## src/rtl/id_ex_operand_stage_if.sv

```systemverilog
// Bundle of decode-side, forwarding-source and ALU-side signals around the
// ID/EX operand stage; the stage itself connects through the slave modport.
interface id_ex_operand_stage_if #(
  parameter int WIDTH = 32,
  parameter int RA_W  = 5
);
  logic             id_valid;
  logic [RA_W-1:0]  id_rs;
  logic [RA_W-1:0]  id_rt;
  logic [RA_W-1:0]  id_rd;
  logic [WIDTH-1:0] id_rs_data;
  logic [WIDTH-1:0] id_rt_data;
  logic [WIDTH-1:0] id_imm;
  logic             id_alu_src;
  logic [2:0]       id_alu_ctrl;
  logic             id_reg_write;
  logic             id_mem_read;
  logic             id_mem_write;
  logic             id_mem_to_reg;
  logic             stall;
  logic             flush;
  logic             exmem_reg_write;
  logic [RA_W-1:0]  exmem_rd;
  logic [WIDTH-1:0] exmem_result;
  logic             memwb_reg_write;
  logic [RA_W-1:0]  memwb_rd;
  logic [WIDTH-1:0] memwb_result;
  logic [WIDTH-1:0] alu_a;
  logic [WIDTH-1:0] alu_b;
  logic [2:0]       alu_ctrl;
  logic [WIDTH-1:0] ex_store_data;
  logic [RA_W-1:0]  ex_rd;
  logic             ex_reg_write;
  logic             ex_mem_read;
  logic             ex_mem_write;
  logic             ex_mem_to_reg;
  logic             ex_valid;
  logic             load_use_stall;
  logic [1:0]       fwd_a_sel;
  logic [1:0]       fwd_b_sel;

  modport master (
    output id_valid, id_rs, id_rt, id_rd, id_rs_data, id_rt_data, id_imm,
           id_alu_src, id_alu_ctrl, id_reg_write, id_mem_read, id_mem_write,
           id_mem_to_reg, stall, flush, exmem_reg_write, exmem_rd,
           exmem_result, memwb_reg_write, memwb_rd, memwb_result,
    input  alu_a, alu_b, alu_ctrl, ex_store_data, ex_rd, ex_reg_write,
           ex_mem_read, ex_mem_write, ex_mem_to_reg, ex_valid,
           load_use_stall, fwd_a_sel, fwd_b_sel
  );

  modport slave (
    input  id_valid, id_rs, id_rt, id_rd, id_rs_data, id_rt_data, id_imm,
           id_alu_src, id_alu_ctrl, id_reg_write, id_mem_read, id_mem_write,
           id_mem_to_reg, stall, flush, exmem_reg_write, exmem_rd,
           exmem_result, memwb_reg_write, memwb_rd, memwb_result,
    output alu_a, alu_b, alu_ctrl, ex_store_data, ex_rd, ex_reg_write,
           ex_mem_read, ex_mem_write, ex_mem_to_reg, ex_valid,
           load_use_stall, fwd_a_sel, fwd_b_sel
  );
endinterface

```

## src/rtl/id_ex_operand_stage.sv

```systemverilog
// ID/EX pipeline register with EX/MEM and MEM/WB operand forwarding and
// load-use bubble insertion; drives the ALU operands and opcode.
`ifndef ALU_OFF
`define ALU_ADD 3'd0
`define ALU_SUB 3'd1
`define ALU_AND 3'd2
`define ALU_OR  3'd3
`define ALU_XOR 3'd4
`define ALU_SLT 3'd5
`define ALU_SLL 3'd6
`define ALU_OFF 3'd7
`endif

module id_ex_operand_stage #(
  parameter int WIDTH = 32,
  parameter int RA_W  = 5
) (
  input logic clk,
  input logic rst,
  id_ex_operand_stage_if.slave bus
);
  localparam logic [2:0] ALU_OFF_C = `ALU_OFF;

  typedef struct packed {
    logic             valid;
    logic [RA_W-1:0]  rs;
    logic [RA_W-1:0]  rt;
    logic [RA_W-1:0]  rd;
    logic [WIDTH-1:0] rs_data;
    logic [WIDTH-1:0] rt_data;
    logic [WIDTH-1:0] imm;
    logic             alu_src;
    logic [2:0]       alu_ctrl;
    logic             reg_write;
    logic             mem_read;
    logic             mem_write;
    logic             mem_to_reg;
  } stage_t;

  stage_t           ex_q, ex_d, bubble, captured;
  logic             load_use;
  logic [1:0]       sel_a, sel_b;
  logic [WIDTH-1:0] fwd_a, fwd_b;

  assign load_use = ex_q.valid & ex_q.mem_read & (ex_q.rd != '0) & bus.id_valid &
                    ((ex_q.rd == bus.id_rs) | (ex_q.rd == bus.id_rt));

  // Bubbles also clear rs/rt so an empty slot never matches a forwarding source.
  always_comb begin
    bubble          = '0;
    bubble.alu_ctrl = ALU_OFF_C;

    captured.valid      = bus.id_valid;
    captured.rs         = bus.id_rs;
    captured.rt         = bus.id_rt;
    captured.rd         = bus.id_rd;
    captured.rs_data    = bus.id_rs_data;
    captured.rt_data    = bus.id_rt_data;
    captured.imm        = bus.id_imm;
    captured.alu_src    = bus.id_alu_src;
    captured.alu_ctrl   = bus.id_alu_ctrl;
    captured.reg_write  = bus.id_reg_write;
    captured.mem_read   = bus.id_mem_read;
    captured.mem_write  = bus.id_mem_write;
    captured.mem_to_reg = bus.id_mem_to_reg;

    if (bus.flush)      ex_d = bubble;
    else if (bus.stall) ex_d = ex_q;
    else if (load_use)  ex_d = bubble;
    else                ex_d = captured;
  end

  always_ff @(posedge clk or negedge rst) begin
    if (!rst) begin
      ex_q          <= '0;
      ex_q.alu_ctrl <= ALU_OFF_C;
    end else begin
      ex_q <= ex_d;
    end
  end

  always_comb begin
    if (bus.exmem_reg_write && (bus.exmem_rd != '0) && (bus.exmem_rd == ex_q.rs)) begin
      sel_a = 2'b10;
      fwd_a = bus.exmem_result;
    end else if (bus.memwb_reg_write && (bus.memwb_rd != '0) && (bus.memwb_rd == ex_q.rs)) begin
      sel_a = 2'b01;
      fwd_a = bus.memwb_result;
    end else begin
      sel_a = 2'b00;
      fwd_a = ex_q.rs_data;
    end
  end

  always_comb begin
    if (bus.exmem_reg_write && (bus.exmem_rd != '0) && (bus.exmem_rd == ex_q.rt)) begin
      sel_b = 2'b10;
      fwd_b = bus.exmem_result;
    end else if (bus.memwb_reg_write && (bus.memwb_rd != '0) && (bus.memwb_rd == ex_q.rt)) begin
      sel_b = 2'b01;
      fwd_b = bus.memwb_result;
    end else begin
      sel_b = 2'b00;
      fwd_b = ex_q.rt_data;
    end
  end

  assign bus.alu_a          = fwd_a;
  assign bus.ex_store_data  = fwd_b;
  assign bus.alu_b          = ex_q.alu_src ? ex_q.imm : fwd_b;
  assign bus.alu_ctrl       = ex_q.valid ? ex_q.alu_ctrl : ALU_OFF_C;
  assign bus.ex_rd          = ex_q.rd;
  assign bus.ex_reg_write   = ex_q.reg_write;
  assign bus.ex_mem_read    = ex_q.mem_read;
  assign bus.ex_mem_write   = ex_q.mem_write;
  assign bus.ex_mem_to_reg  = ex_q.mem_to_reg;
  assign bus.ex_valid       = ex_q.valid;
  assign bus.load_use_stall = load_use;
  assign bus.fwd_a_sel      = sel_a;
  assign bus.fwd_b_sel      = sel_b;
endmodule

```

## src/flat_wrapper.sv

```systemverilog
// flat-port wrapper written by rule: the top's interface ports become plain ports
module id_ex_operand_stage_flat 
#(
  parameter int WIDTH = 32,
  parameter int RA_W  = 5
)
  (clk, rst, bus_id_valid, bus_id_rs, bus_id_rt, bus_id_rd, bus_id_rs_data, bus_id_rt_data, bus_id_imm, bus_id_alu_src, bus_id_alu_ctrl, bus_id_reg_write, bus_id_mem_read, bus_id_mem_write, bus_id_mem_to_reg, bus_stall, bus_flush, bus_exmem_reg_write, bus_exmem_rd, bus_exmem_result, bus_memwb_reg_write, bus_memwb_rd, bus_memwb_result, bus_alu_a, bus_alu_b, bus_alu_ctrl, bus_ex_store_data, bus_ex_rd, bus_ex_reg_write, bus_ex_mem_read, bus_ex_mem_write, bus_ex_mem_to_reg, bus_ex_valid, bus_load_use_stall, bus_fwd_a_sel, bus_fwd_b_sel);
  id_ex_operand_stage_if #(.WIDTH(WIDTH), .RA_W(RA_W)) bus_i ();
  input logic clk;
  input logic rst;
  input wire logic [$bits(bus_i.id_valid)-1:0] bus_id_valid;
  input wire logic [$bits(bus_i.id_rs)-1:0] bus_id_rs;
  input wire logic [$bits(bus_i.id_rt)-1:0] bus_id_rt;
  input wire logic [$bits(bus_i.id_rd)-1:0] bus_id_rd;
  input wire logic [$bits(bus_i.id_rs_data)-1:0] bus_id_rs_data;
  input wire logic [$bits(bus_i.id_rt_data)-1:0] bus_id_rt_data;
  input wire logic [$bits(bus_i.id_imm)-1:0] bus_id_imm;
  input wire logic [$bits(bus_i.id_alu_src)-1:0] bus_id_alu_src;
  input wire logic [$bits(bus_i.id_alu_ctrl)-1:0] bus_id_alu_ctrl;
  input wire logic [$bits(bus_i.id_reg_write)-1:0] bus_id_reg_write;
  input wire logic [$bits(bus_i.id_mem_read)-1:0] bus_id_mem_read;
  input wire logic [$bits(bus_i.id_mem_write)-1:0] bus_id_mem_write;
  input wire logic [$bits(bus_i.id_mem_to_reg)-1:0] bus_id_mem_to_reg;
  input wire logic [$bits(bus_i.stall)-1:0] bus_stall;
  input wire logic [$bits(bus_i.flush)-1:0] bus_flush;
  input wire logic [$bits(bus_i.exmem_reg_write)-1:0] bus_exmem_reg_write;
  input wire logic [$bits(bus_i.exmem_rd)-1:0] bus_exmem_rd;
  input wire logic [$bits(bus_i.exmem_result)-1:0] bus_exmem_result;
  input wire logic [$bits(bus_i.memwb_reg_write)-1:0] bus_memwb_reg_write;
  input wire logic [$bits(bus_i.memwb_rd)-1:0] bus_memwb_rd;
  input wire logic [$bits(bus_i.memwb_result)-1:0] bus_memwb_result;
  output wire logic [$bits(bus_i.alu_a)-1:0] bus_alu_a;
  output wire logic [$bits(bus_i.alu_b)-1:0] bus_alu_b;
  output wire logic [$bits(bus_i.alu_ctrl)-1:0] bus_alu_ctrl;
  output wire logic [$bits(bus_i.ex_store_data)-1:0] bus_ex_store_data;
  output wire logic [$bits(bus_i.ex_rd)-1:0] bus_ex_rd;
  output wire logic [$bits(bus_i.ex_reg_write)-1:0] bus_ex_reg_write;
  output wire logic [$bits(bus_i.ex_mem_read)-1:0] bus_ex_mem_read;
  output wire logic [$bits(bus_i.ex_mem_write)-1:0] bus_ex_mem_write;
  output wire logic [$bits(bus_i.ex_mem_to_reg)-1:0] bus_ex_mem_to_reg;
  output wire logic [$bits(bus_i.ex_valid)-1:0] bus_ex_valid;
  output wire logic [$bits(bus_i.load_use_stall)-1:0] bus_load_use_stall;
  output wire logic [$bits(bus_i.fwd_a_sel)-1:0] bus_fwd_a_sel;
  output wire logic [$bits(bus_i.fwd_b_sel)-1:0] bus_fwd_b_sel;
  assign bus_i.id_valid = bus_id_valid;
  assign bus_i.id_rs = bus_id_rs;
  assign bus_i.id_rt = bus_id_rt;
  assign bus_i.id_rd = bus_id_rd;
  assign bus_i.id_rs_data = bus_id_rs_data;
  assign bus_i.id_rt_data = bus_id_rt_data;
  assign bus_i.id_imm = bus_id_imm;
  assign bus_i.id_alu_src = bus_id_alu_src;
  assign bus_i.id_alu_ctrl = bus_id_alu_ctrl;
  assign bus_i.id_reg_write = bus_id_reg_write;
  assign bus_i.id_mem_read = bus_id_mem_read;
  assign bus_i.id_mem_write = bus_id_mem_write;
  assign bus_i.id_mem_to_reg = bus_id_mem_to_reg;
  assign bus_i.stall = bus_stall;
  assign bus_i.flush = bus_flush;
  assign bus_i.exmem_reg_write = bus_exmem_reg_write;
  assign bus_i.exmem_rd = bus_exmem_rd;
  assign bus_i.exmem_result = bus_exmem_result;
  assign bus_i.memwb_reg_write = bus_memwb_reg_write;
  assign bus_i.memwb_rd = bus_memwb_rd;
  assign bus_i.memwb_result = bus_memwb_result;
  assign bus_alu_a = bus_i.alu_a;
  assign bus_alu_b = bus_i.alu_b;
  assign bus_alu_ctrl = bus_i.alu_ctrl;
  assign bus_ex_store_data = bus_i.ex_store_data;
  assign bus_ex_rd = bus_i.ex_rd;
  assign bus_ex_reg_write = bus_i.ex_reg_write;
  assign bus_ex_mem_read = bus_i.ex_mem_read;
  assign bus_ex_mem_write = bus_i.ex_mem_write;
  assign bus_ex_mem_to_reg = bus_i.ex_mem_to_reg;
  assign bus_ex_valid = bus_i.ex_valid;
  assign bus_load_use_stall = bus_i.load_use_stall;
  assign bus_fwd_a_sel = bus_i.fwd_a_sel;
  assign bus_fwd_b_sel = bus_i.fwd_b_sel;
  id_ex_operand_stage #(.WIDTH(WIDTH), .RA_W(RA_W)) u_core (.clk(clk), .rst(rst), .bus(bus_i));
endmodule
```

## config.mk

```make
export PLATFORM = sky130hd
export DESIGN_NAME = id_ex_operand_stage_flat
export DESIGN_NICKNAME = d
export VERILOG_FILES = /design/src/rtl/id_ex_operand_stage_if.sv /design/src/rtl/id_ex_operand_stage.sv /design/src/flat_wrapper.sv
export SDC_FILE = /design/constraint.sdc
export NUM_CORES = 1
export LEC_CHECK = 0
export ABC_AREA = 1
export CORE_ASPECT_RATIO = 0.75
export CORE_MARGIN = 10
export CORE_UTILIZATION = 47
export CTS_CLUSTER_DIAMETER = 30
export DETAILED_ROUTE_END_ITERATION = 8
export GPL_TIMING_DRIVEN = 0
export PLACE_DENSITY_LB_ADDON = 0.25
export SETUP_SLACK_MARGIN = 0.02
export SLEW_MARGIN = 0
export SYNTH_ARGS = -nofsm -noshare
export SYNTH_HDL_FRONTEND = slang
export SYNTH_SLANG_ARGS = --single-unit
```

## constraint.sdc

```tcl
create_clock -name clk -period 3.7 [get_ports clk]
set_input_delay 0.555 -clock clk [delete_from_list [all_inputs] [get_ports clk]]
set_output_delay 0.555 -clock clk [all_outputs]
set_load 0.02 [all_outputs]
```

==> results.txt, run 1 <==
worst path arrival time -> 3020 ps
IO Count -> 314
first-pass GRT wire length -> 50200 µm
post-synthesis sequential area ratio -> 39.4%
Fillers -> 1310
status -> finished clean
vias in the first global route -> 9070
Overall Global Routing Usage -> 29.2%
max reg flops -> 110
pwr dens -> 357 nW/µm²
Setup WS post-layout -> 127 ps
Largest Register -> u_core.ex_q
startpoint types -> input pin
RSZ-0062 raised after global routing -> no
Die W -> 167 µm
TritonCTS clock tree -> yes
Hold Fails Final Rpt -> 0
Max Root-Sink Buffers -> 2
share of layout cells above drive strength 1 -> 7.22%
syn_nets -> 1335
Hold Path Class -> in2async
largest net degree at the start of global routing -> 69
dpl ws -> -65.1 ps
Static Leakage -> 6.04 nW
die area -> 21800 µm²
Reg clk slew, reported paths -> 60 ps
row cnt -> 40
drt pass-1 iters -> 7
Reg2Reg Launch Point -> u_core.bus.ex_rd[0]
Die Y -> 130 µm
Max Cap Viol -> 0
CTS Buf Count -> 17
Via Count -> 9060
Yosys reg bits -> 120
DRT Wirelength -> 32900 µm
top cell type's share of synthesized area -> 38.3%
fin crit period -> 3570 ps
R2R Path End -> u_core.ex_q[58]
final core utilization -> 73.4%
Rel. slew slack -> 59.3%
Max Freq -> 0.280 GHz
largest area contributor in the netlist -> dfrtp_1
clk root buf -> clkbuf_16
wire length per cell -> 19.4 µm
WP data required -> 3140 ps
fin crit share -> 96.6%
clock sink total -> 120
Pins Over Slew Limit -> 0
core box area -> 16000 µm²
DRT antenna net count -> 0
total negative setup slack -> 0 ps
Setup Skew -> 8.50 ps
DRT iter0 DRCs -> 856
initial antenna violation count -> 2
Post-CTS Hold Fix Bufs -> 0
Clk Latency, worst-skew pair -> 430 ps
Ys Warns -> 0
layout net count -> 1670
Area Growth Syn to Fin -> 53.6%
slew at the pin with the worst max-slew slack -> 610 ps
Worst Reg-to-Reg Cells -> 9
DRC violations left -> 0
final setup violation count -> 0
IO Port Bufs -> 312
CP endpoint kind -> output pin
leading post-synthesis cells by cell area -> dfrtp_1 38%, nand2_1 20%, nand3_1 16%
critical path class -> in2out
synth unique cells -> 24
mean area per synthesized cell -> 6.73 µm²
Reg2Reg Setup Slack -> 1880 ps
Peak VDD IR -> 0.365 mV
placer congestion estimate -> 0.906
crit-path max FO -> 10
Mapped Area -> 7640 µm²
vias per cell -> 5.35
H-tree depth -> 4
Starting Density -> 47.8%
GR Overflow Total -> 0
DP HPWL -> 25000 µm
Post-Synthesis Cells -> 1135
==> Yosys cell counts, drive strengths merged <==
library cell and number:
nand3 248, buf 57, dfrtp 117, nor3 7, a21oi 3, nand4 34, o21ai 33, xnor2 11
nor2 22, dfstp 3, nand2 411, inv 112, and2 32, xor2 17, clkbuf 27, nand3b 1
==> critical path, cell delays in order <==
cell and delay (ps):
clkdlybuf4s50_1 480, nor2_1 120, nand2_1 60, o21ai_1 180
nor3_1 70, nand2_1 80, buf_2 270, buf_2 280
nand3_1 170, o21ai_1 110, clkdlybuf4s50_1 620
==> power breakdown <==
group | switching, W | internal [W]
registers | 0.0000524 | 0.00139
clock network | 0.000636 | 0.00106
logic | 0.000548 | 0.000496
==> what timing repair did <==
action                     4_1_cts  5_1_grt
pin swaps                        1        1
buffers inserted                 2        1
setup endpoints to repair       15       32
resized for setup                2       18
==> worst max-delay path by stage <==
stage / startpoint / slack, ps / depth (start not counted) / to
finish: bus_exmem_rd[2] / 130 / 11 / bus_alu_a[26]
global route: bus_memwb_rd[0] / 10 / 11 / bus_alu_b[1]
CTS: bus_exmem_rd[2] / 70 / 10 / bus_alu_a[14]
detailed placement: bus_memwb_rd[2] / -70 / 9 / bus_alu_a[13]
global placement: rst / -2710 / 1 / u_core.ex_q[32]
floorplan: bus_exmem_rd[0] / 1360 / 7 / bus_alu_a[0]
==> cells in the final DEF (no fill, tap or decap), types with 4 or more instances in the layout <==
master,count
nor3_1,6
nand3_1,247
clkbuf_4,7
nand2_1,409
nor2_2,4
dlymetal6s2s_1,6
xor2_1,17
clkbuf_1,26
dfrtp_1,117
clkbuf_8,4
clkbuf_16,17
inv_1,109
nand4_1,34
xnor2_1,11
buf_4,17
nor2_1,16
clkdlybuf4s50_1,305
buf_2,31
buf_1,5
o21ai_1,31
and2_1,32
==> final cells by class <==
type	count	area, µm²	area share [%]
multi-input combinational	819	3810	32.5
sequential	120	3010	25.6
clock inverter	10	119	1.01
antenna	1	2.50	0.0213
clock buffer	22	484	4.13
tap	210	263	2.24
inverter	112	420	3.59
buffer	84	435	3.71
timing repair buffer	316	3190	27.2
==> per-layer routing <==
| layer | up-vias | wire (µm) | GRT usage (%) |
|---|---|---|---|
| li1 | 4276 | - | - |
| met1 | 4216 | 13300 | 35.2 |
| met2 | 500 | 15000 | 47.4 |
| met3 | 66 | 3730 | 11.1 |
| met4 | 2 | 917 | 10.1 |
| met5 | - | 13 | 0 |
==> cell families (layout without fill, tap and decap cells) <==
| logic type | Yosys count | after routing | share of synthesized area (%) |
|---|---|---|---|
| flops | 120 | 120 | 39.4 |
| compound gates | 36 | 36 | 2.36 |
| buf+inv | 196 | 544 | 10.9 |
| simple gates | 755 | 755 | 44.1 |
| xor+xnor | 28 | 28 | 3.21 |
| other cells | 0 | 1 | 0 |
==> stage by stage <==
stage / instance area, µm² / hold slack [ps] / instances / power, W
floorplan: 7640 / 259 / 1135 / 0.00191
global placement: 11000 / 462 / 1657 / 0.00247
detailed placement: 11100 / 465 / 1658 / 0.00249
CTS: 11700 / 93.2 / 1692 / 0.00417
global route: 11700 / 114 / 1693 / 0.00433
finish: 11700 / 76.5 / 1694 / 0.00418
No activity file was read; power rests on OpenSTA's default activity.
==> inputs of run 2 (changes only) <==
--- a/config.mk
+++ b/config.mk
@@ -8,7 +8,7 @@
 export ABC_AREA = 1
 export CORE_ASPECT_RATIO = 0.75
 export CORE_MARGIN = 10
-export CORE_UTILIZATION = 47
+export CORE_UTILIZATION = 44
 export CTS_CLUSTER_DIAMETER = 30
 export DETAILED_ROUTE_END_ITERATION = 8
 export GPL_TIMING_DRIVEN = 0
==> constraint.sdc (replaced) <==
create_clock -name clk -period 4.1 [get_ports clk]
set_input_delay 0.615 -clock clk [delete_from_list [all_inputs] [get_ports clk]]
set_output_delay 0.615 -clock clk [all_outputs]
set_load 0.02 [all_outputs]
==> run 2 against run 1 <==
  * Total power fell by 5.3%
  * Clock skew rose by 4.0 ps
  * Global-route usage fell by 1.9 points
  * Clock-buffer cell count fell by 3
  * Combinational power fell by 10%
  * First-iteration DRC count fell by 1.9%
  * Routed wire length fell by 0.90%
  * Die area rose by 5.9%
==> results.txt, run 2 (synthesis gave the netlist of run 1 again) <==
Die W -> 172 µm
crit-path max FO -> 10
initial antenna violation count -> 0
vias in the first global route -> 8655
dpl ws -> 160 ps
DP HPWL -> 25300 µm
Peak VDD IR -> 0.226 mV
worst path arrival time -> 3370 ps
largest net degree at the start of global routing -> 83
Largest Register -> u_core.ex_q
Setup Skew -> 12.5 ps
Via Count -> 8836
die area -> 23100 µm²
CP cell instances -> clkdlybuf4s50_1, xor2_1, nor2_1, nand2_2, buf_2, nand2_1, nand3_1, o21ai_1, clkdlybuf4s50_1
Post-CTS Hold Fix Bufs -> 0
slew at the pin with the worst max-slew slack -> 657 ps
drt pass-1 iters -> 6
switching share of power -> 28.0%
Die Y -> 134 µm
DRT Wirelength -> 32600 µm
Max Root-Sink Buffers -> 2
vias per cell -> 5.21
WP data required -> 3480 ps
first-pass GRT wire length -> 48600 µm
total negative setup slack -> 0 ps
IO Count -> 314
power share of the combinational group -> 23.6%
Rel. slew slack -> 56.1%
Clk Latency, worst-skew pair -> 420 ps
Hold Path Class -> in2async
fin crit share -> 97.2%
clock power share -> 43.6%
share of layout cells above drive strength 1 -> 6.82%
max reg flops -> 110
most common cell after layout, fill and taps aside -> nand2_1
Setup WS post-layout -> 115 ps
TritonCTS clock tree -> yes
CP peak stage delay -> 660 ps
pwr dens -> 338 nW/µm²
layout net count -> 1667
row cnt -> 41
status -> finished clean
Area Growth Syn to Fin -> 53.5%
clock sink total -> 120
fin crit period -> 3980 ps
startpoint types -> input pin
DRT iter0 DRCs -> 840
Overall Global Routing Usage -> 27.3%
Hold Fails Final Rpt -> 0
Max Freq -> 0.251 GHz
wire length per cell -> 19.3 µm
CTS Buf Count -> 17
CP bufs+invs -> 3
Diodes inserted -> 0
cell mode on critical path -> clkdlybuf4s50_1
critical path class -> in2out
switching pwr -> 0.00111 W
Pins Over Slew Limit -> 0
internal power -> 0.00285 W
RSZ-0062 raised after global routing -> no
post-CTS setup buffer count -> 0
IO Port Bufs -> 312
most frequent cells in the layout -> 409 x nand2_1, 311 x clkdlybuf4s50_1, 247 x nand3_1
CP endpoint kind -> output pin
DRC violations left -> 0
Starting Density -> 45.1%
placer congestion estimate -> 0.872
CP top delay family -> buffers and inverters
final setup violation count -> 0
post-cts resize count -> 0
DRT antenna net count -> 0
core box area -> 16900 µm²
Reg clk slew, reported paths -> 60 ps
GR Overflow Total -> 0
H-tree depth -> 4
Max Cap Viol -> 0
sequential power share -> 32.8%
Static Leakage -> 5.96 nW
Worst path slowest cell -> clkdlybuf4s50_1
clk root buf -> clkbuf_16
run 2: worst reg2reg max path: stages (launching register included):
cell     delay [ps]
dfrtp_1         450
xor2_1          220
nor2_1           70
nand4_1          70
nand2_1          70
nand2_1         100
buf_4           240
buf_2           280
nand3_1         120
nand2_1          80
run 2: power by group through the flow:
| stage | clock, W | combinational (W) | sequential [W] |
|---|---|---|---|
| after floorplan | 0 | 0.000413 | 0.00131 |
| after global placement | 0 | 0.000918 | 0.00132 |
| after detailed placement | 0 | 0.000931 | 0.00132 |
| after CTS | 0.00173 | 0.000936 | 0.00130 |
| after global routing | 0.00178 | 0.00100 | 0.00131 |
| final | 0.00173 | 0.000934 | 0.00130 |
run 2: metal layers:
layer	global-route usage [%]	up-vias	part of all wire [%]
li1	-	4271	-
met1	33.7	4112	41
met2	44.1	414	46
met3	9.62	39	11
met4	7.55	0	1.8
met5	0	-	0
run 2: layout make-up:
class                           instances  area (µm²)
Buffer                                 84         415
Clock buffer                           19         443
Clock inverter                         13         225
Fill cell                            1418        5200
Inverter                              112         420
Multi-Input combinational cell        819        3790
Sequential cell                       120        3010
Tap cell                              215         269
Timing Repair Buffer                  313        3150
run 2: path summary, 6_finish.rpt:
path,startpoint,to,slack (ps),cells after the start
worst max-delay path,bus_memwb_rd[2],bus_alu_a[11],120,9
worst min-delay path,rst,u_core.ex_q[79],110,1
worst max register to register,u_core.bus.ex_rd[4],u_core.ex_q[50],2330,9
worst min register to register,u_core.ex_q[72],u_core.ex_q[72],480,2
max in group asynchronous,rst,u_core.ex_q[4],3190,2
min in group clk,u_core.ex_q[72],u_core.ex_q[72],480,2
run 2: metrics by stage:
stage / area [µm²] / total power, W / cells / hold WS (ps) / utilization (%)
2_1_floorplan: 7640 / 0.00172 / 1135 / 319 / -
3_3_place_gp: 11000 / 0.00223 / 1662 / 462 / 65.1
3_5_place_dp: 11100 / 0.00225 / 1663 / 465 / 65.3
4_1_cts: 11700 / 0.00396 / 1695 / 110 / 69.3
5_1_grt: 11700 / 0.00409 / 1695 / 123 / 69.3
6_report: 11700 / 0.00396 / 1695 / 107 / 69.3
==> inputs of run 3 (changes only) <==
--- a/config.mk
+++ b/config.mk
@@ -5,11 +5,11 @@
 export SDC_FILE = /design/constraint.sdc
 export NUM_CORES = 1
 export LEC_CHECK = 0
-export ABC_AREA = 1
+export ABC_AREA = 0
 export CORE_ASPECT_RATIO = 0.75
 export CORE_MARGIN = 10
-export CORE_UTILIZATION = 44
-export CTS_CLUSTER_DIAMETER = 30
+export CORE_UTILIZATION = 45
+export CTS_CLUSTER_DIAMETER = 40
 export DETAILED_ROUTE_END_ITERATION = 8
 export GPL_TIMING_DRIVEN = 0
 export PLACE_DENSITY_LB_ADDON = 0.25
==> run 3 against run 2 <==
  * The flow now finishes with violations (setup timing)
  * Area after synthesis increased by 5.8%
  * Register-to-register slack got worse by 460 ps
  * Critical endpoint is now bus_alu_b[16]
  * Cell area up 4.7%
  * Largest cell class unchanged
  * Largest power group unchanged
  * Final cell count fell by 10%
  * Non-clock buffer count rose by 23
  * Clock skew fell by 4.1 ps
  * Combinational power grew 4.7%
  * Hold slack better by 18 ps
==> results.txt, run 3 <==
Max Freq -> 0.243 GHz
final setup violation count -> 2
startpoint types -> input pin
largest net degree at the start of global routing -> 77
Ys Warns -> 0
total negative setup slack -> -14.0 ps
Largest Register -> u_core.ex_q
Hold Path Class -> in2async
Rel. slew slack -> 43.8%
met2 GRT Util -> 49.6%
share of layout cells above drive strength 1 -> 7.74%
cell with the most instances after synthesis -> inv_1
IO Port Bufs -> 311
Peak VDD IR -> 0.367 mV
pwr dens -> 310 nW/µm²
clock sink total -> 120
Cell Count Post-Placement -> 1489
fin crit share -> 100%
Pins Over Slew Limit -> 0
vias in the first global route -> 9318
max reg flops -> 110
fin crit period -> 4110 ps
CP endpoint kind -> output pin
GR Overflow Total -> 0
Via Count -> 9275
placer congestion estimate -> 0.960
clk root buf -> clkbuf_16
most common cell after layout, fill and taps aside -> clkdlybuf4s50_1
syn_nets -> 1135
DRC violations left -> 0
Post-CTS Hold Fix Bufs -> 0
slew at the pin with the worst max-slew slack -> 844 ps
DP Area -> 11500 µm²
core box area -> 17700 µm²
post-synthesis sequential area ratio -> 37.2%
cell mode on critical path -> clkdlybuf4s50_1
synth unique cells -> 34
Setup Skew -> 8.39 ps
dpl ws -> -575 ps
Hold Fails Final Rpt -> 0
vias per cell -> 6.10
Die W -> 175 µm
Static Leakage -> 5.80 nW
crit-path max FO -> 10
internal power -> 0.00262 W
CP cell instances -> clkdlybuf4s50_1, or4_1, o21ai_1, or3_1, inv_2, buf_2, a221oi_1, o31ai_1, clkdlybuf4s50_1
mean area per synthesized cell -> 8.64 µm²
H-tree depth -> 4
Area Growth Syn to Fin -> 51.8%
CTS Buf Count -> 17
switching share of power -> 31.0%
leading post-synthesis cells by cell area -> dfrtp_1 36%, o41ai_1 13%, nand3b_1 10%
critical path class -> in2out
DRT antenna net count -> 0
Synth Flop Type -> dfrtp_1
worst path arrival time -> 3500 ps
Design Power -> 0.00380 W
Reg2Reg Setup Slack -> 1870 ps
wire length per cell -> 25.7 µm
failing checks -> setup timing
Reg clk slew, reported paths -> 60 ps
DRT iter0 DRCs -> 1123
Clk Latency, worst-skew pair -> 410 ps
Setup WS post-layout -> -12.4 ps
met1 usage -> 39.7%
Diodes inserted -> 0
Mapped Area -> 8080 µm²
Worst path slowest cell -> clkdlybuf4s50_1
Post-Synthesis Cells -> 935
first-pass GRT wire length -> 57400 µm
most frequent cells in the layout -> 246 x clkdlybuf4s50_1, 129 x inv_1, 117 x o41ai_1, 117 x dfrtp_1, 110 x nand3b_1
status -> finished, violations left
cell area after layout -> 12300 µm²
row cnt -> 42
die area -> 23800 µm²
Max Root-Sink Buffers -> 2
CP peak stage delay -> 570 ps
WP data required -> 3480 ps
post-CTS setup buffer count -> 0
initial antenna violation count -> 1
power share of the combinational group -> 25.7%
GRT Max-Usage Layer -> met2
TritonCTS clock tree -> yes
Post-synth EDFFs -> 0
IO Count -> 314
Max Cap Viol -> 0
Yosys reg bits -> 120
layout net count -> 1466
Synth top cells by count -> 129 x inv_1, 117 x dfrtp_1, 117 x o41ai_1
clock power share -> 39.8%
sequential power share -> 34.4%
DRT Wirelength -> 39100 µm
Final Non-Filler Cells -> 1521
met3 Resource Use GR -> 10.1%
DP HPWL -> 30100 µm
FFs w/ async S/R, synth -> 100%
top cell type's share of synthesized area -> 36.2%
largest area contributor in the netlist -> dfrtp_1
RSZ-0062 raised after global routing -> yes
Die Y -> 136 µm
switching pwr -> 0.00118 W
drt pass-1 iters -> 5
Overall Global Routing Usage -> 31.3%
Starting Density -> 45.8%
## run 3: logic make-up (layout without fill, tap and decap cells)
| family | Yosys count | after routing | synth area share (%) |
|---|---|---|---|
| flops | 120 | 120 | 37.2 |
| mux | 44 | 44 | 5.45 |
| buf+inv | 238 | 582 | 12.3 |
| compound gates | 220 | 220 | 22.2 |
| xor+xnor | 30 | 30 | 3.25 |
| simple gates | 283 | 283 | 19.7 |
## run 3: final timing paths
| path | startpoint | endpoint | cells past startpoint |
|---|---|---|---|
| max in group asynchronous | rst | u_core.ex_q[60] | 2 |
| min reg2reg | u_core.bus.ex_mem_write | u_core.bus.ex_mem_write | 2 |
| min | rst | u_core.bus.ex_reg_write | 1 |
| min in group clk | u_core.bus.ex_mem_write | u_core.bus.ex_mem_write | 2 |
| max reg2reg | u_core.bus.ex_rd[1] | u_core.ex_q[84] | 6 |
| max | bus_exmem_rd[0] | bus_alu_b[16] | 9 |
## run 3: layer usage
layer	wire (µm)	share of wire, %	vias up
li1	-	-	4050
met1	15600	40	4445
met2	17600	45	703
met3	4800	12	77
met4	1110	2.8	0
met5	0	0	-
## run 3: worst max-delay path, delay by kind of cell
family          cells  cell delay, ps
compound gates      3             740
simple gates        2             780
buf+inv             4            1370
## run 3: area by class of cell
cell class | instances | area (µm²)
Tap cell | 242 | 303
Clock buffer | 18 | 439
Sequential cell | 120 | 3010
Buffer | 108 | 527
Timing Repair Buffer | 312 | 3210
Fill cell | 1494 | 5390
Inverter | 130 | 488
Clock inverter | 14 | 149
Multi-Input combinational cell | 577 | 4150
## run 3: through the flow
stage	hold WS [ps]	util, %
floorplan	319	-
global placement	456	65.1
detailed placement	468	65.3
CTS	147	68.8
global route	159	69.5
finish	125	69.5
## run 3: what timing repair did
| item | CTS | global route |
|---|---|---|
| endpoints found under the setup margin | 63 | 66 |
| resized for setup | 36 | 59 |
| gates cloned | 0 | 0 |
| pin swaps | 0 | 0 |
## run 3: power groups by stage
| stage | sequential (W) | combinational [W] | clock (W) |
|---|---|---|---|
| floorplan | 0.00131 | 0.000425 | 0 |
| global placement | 0.00133 | 0.000967 | 0 |
| detailed placement | 0.00133 | 0.000977 | 0 |
| CTS | 0.00131 | 0.000971 | 0.00151 |
| global route | 0.00131 | 0.00103 | 0.00157 |
| finish | 0.00131 | 0.000978 | 0.00151 |
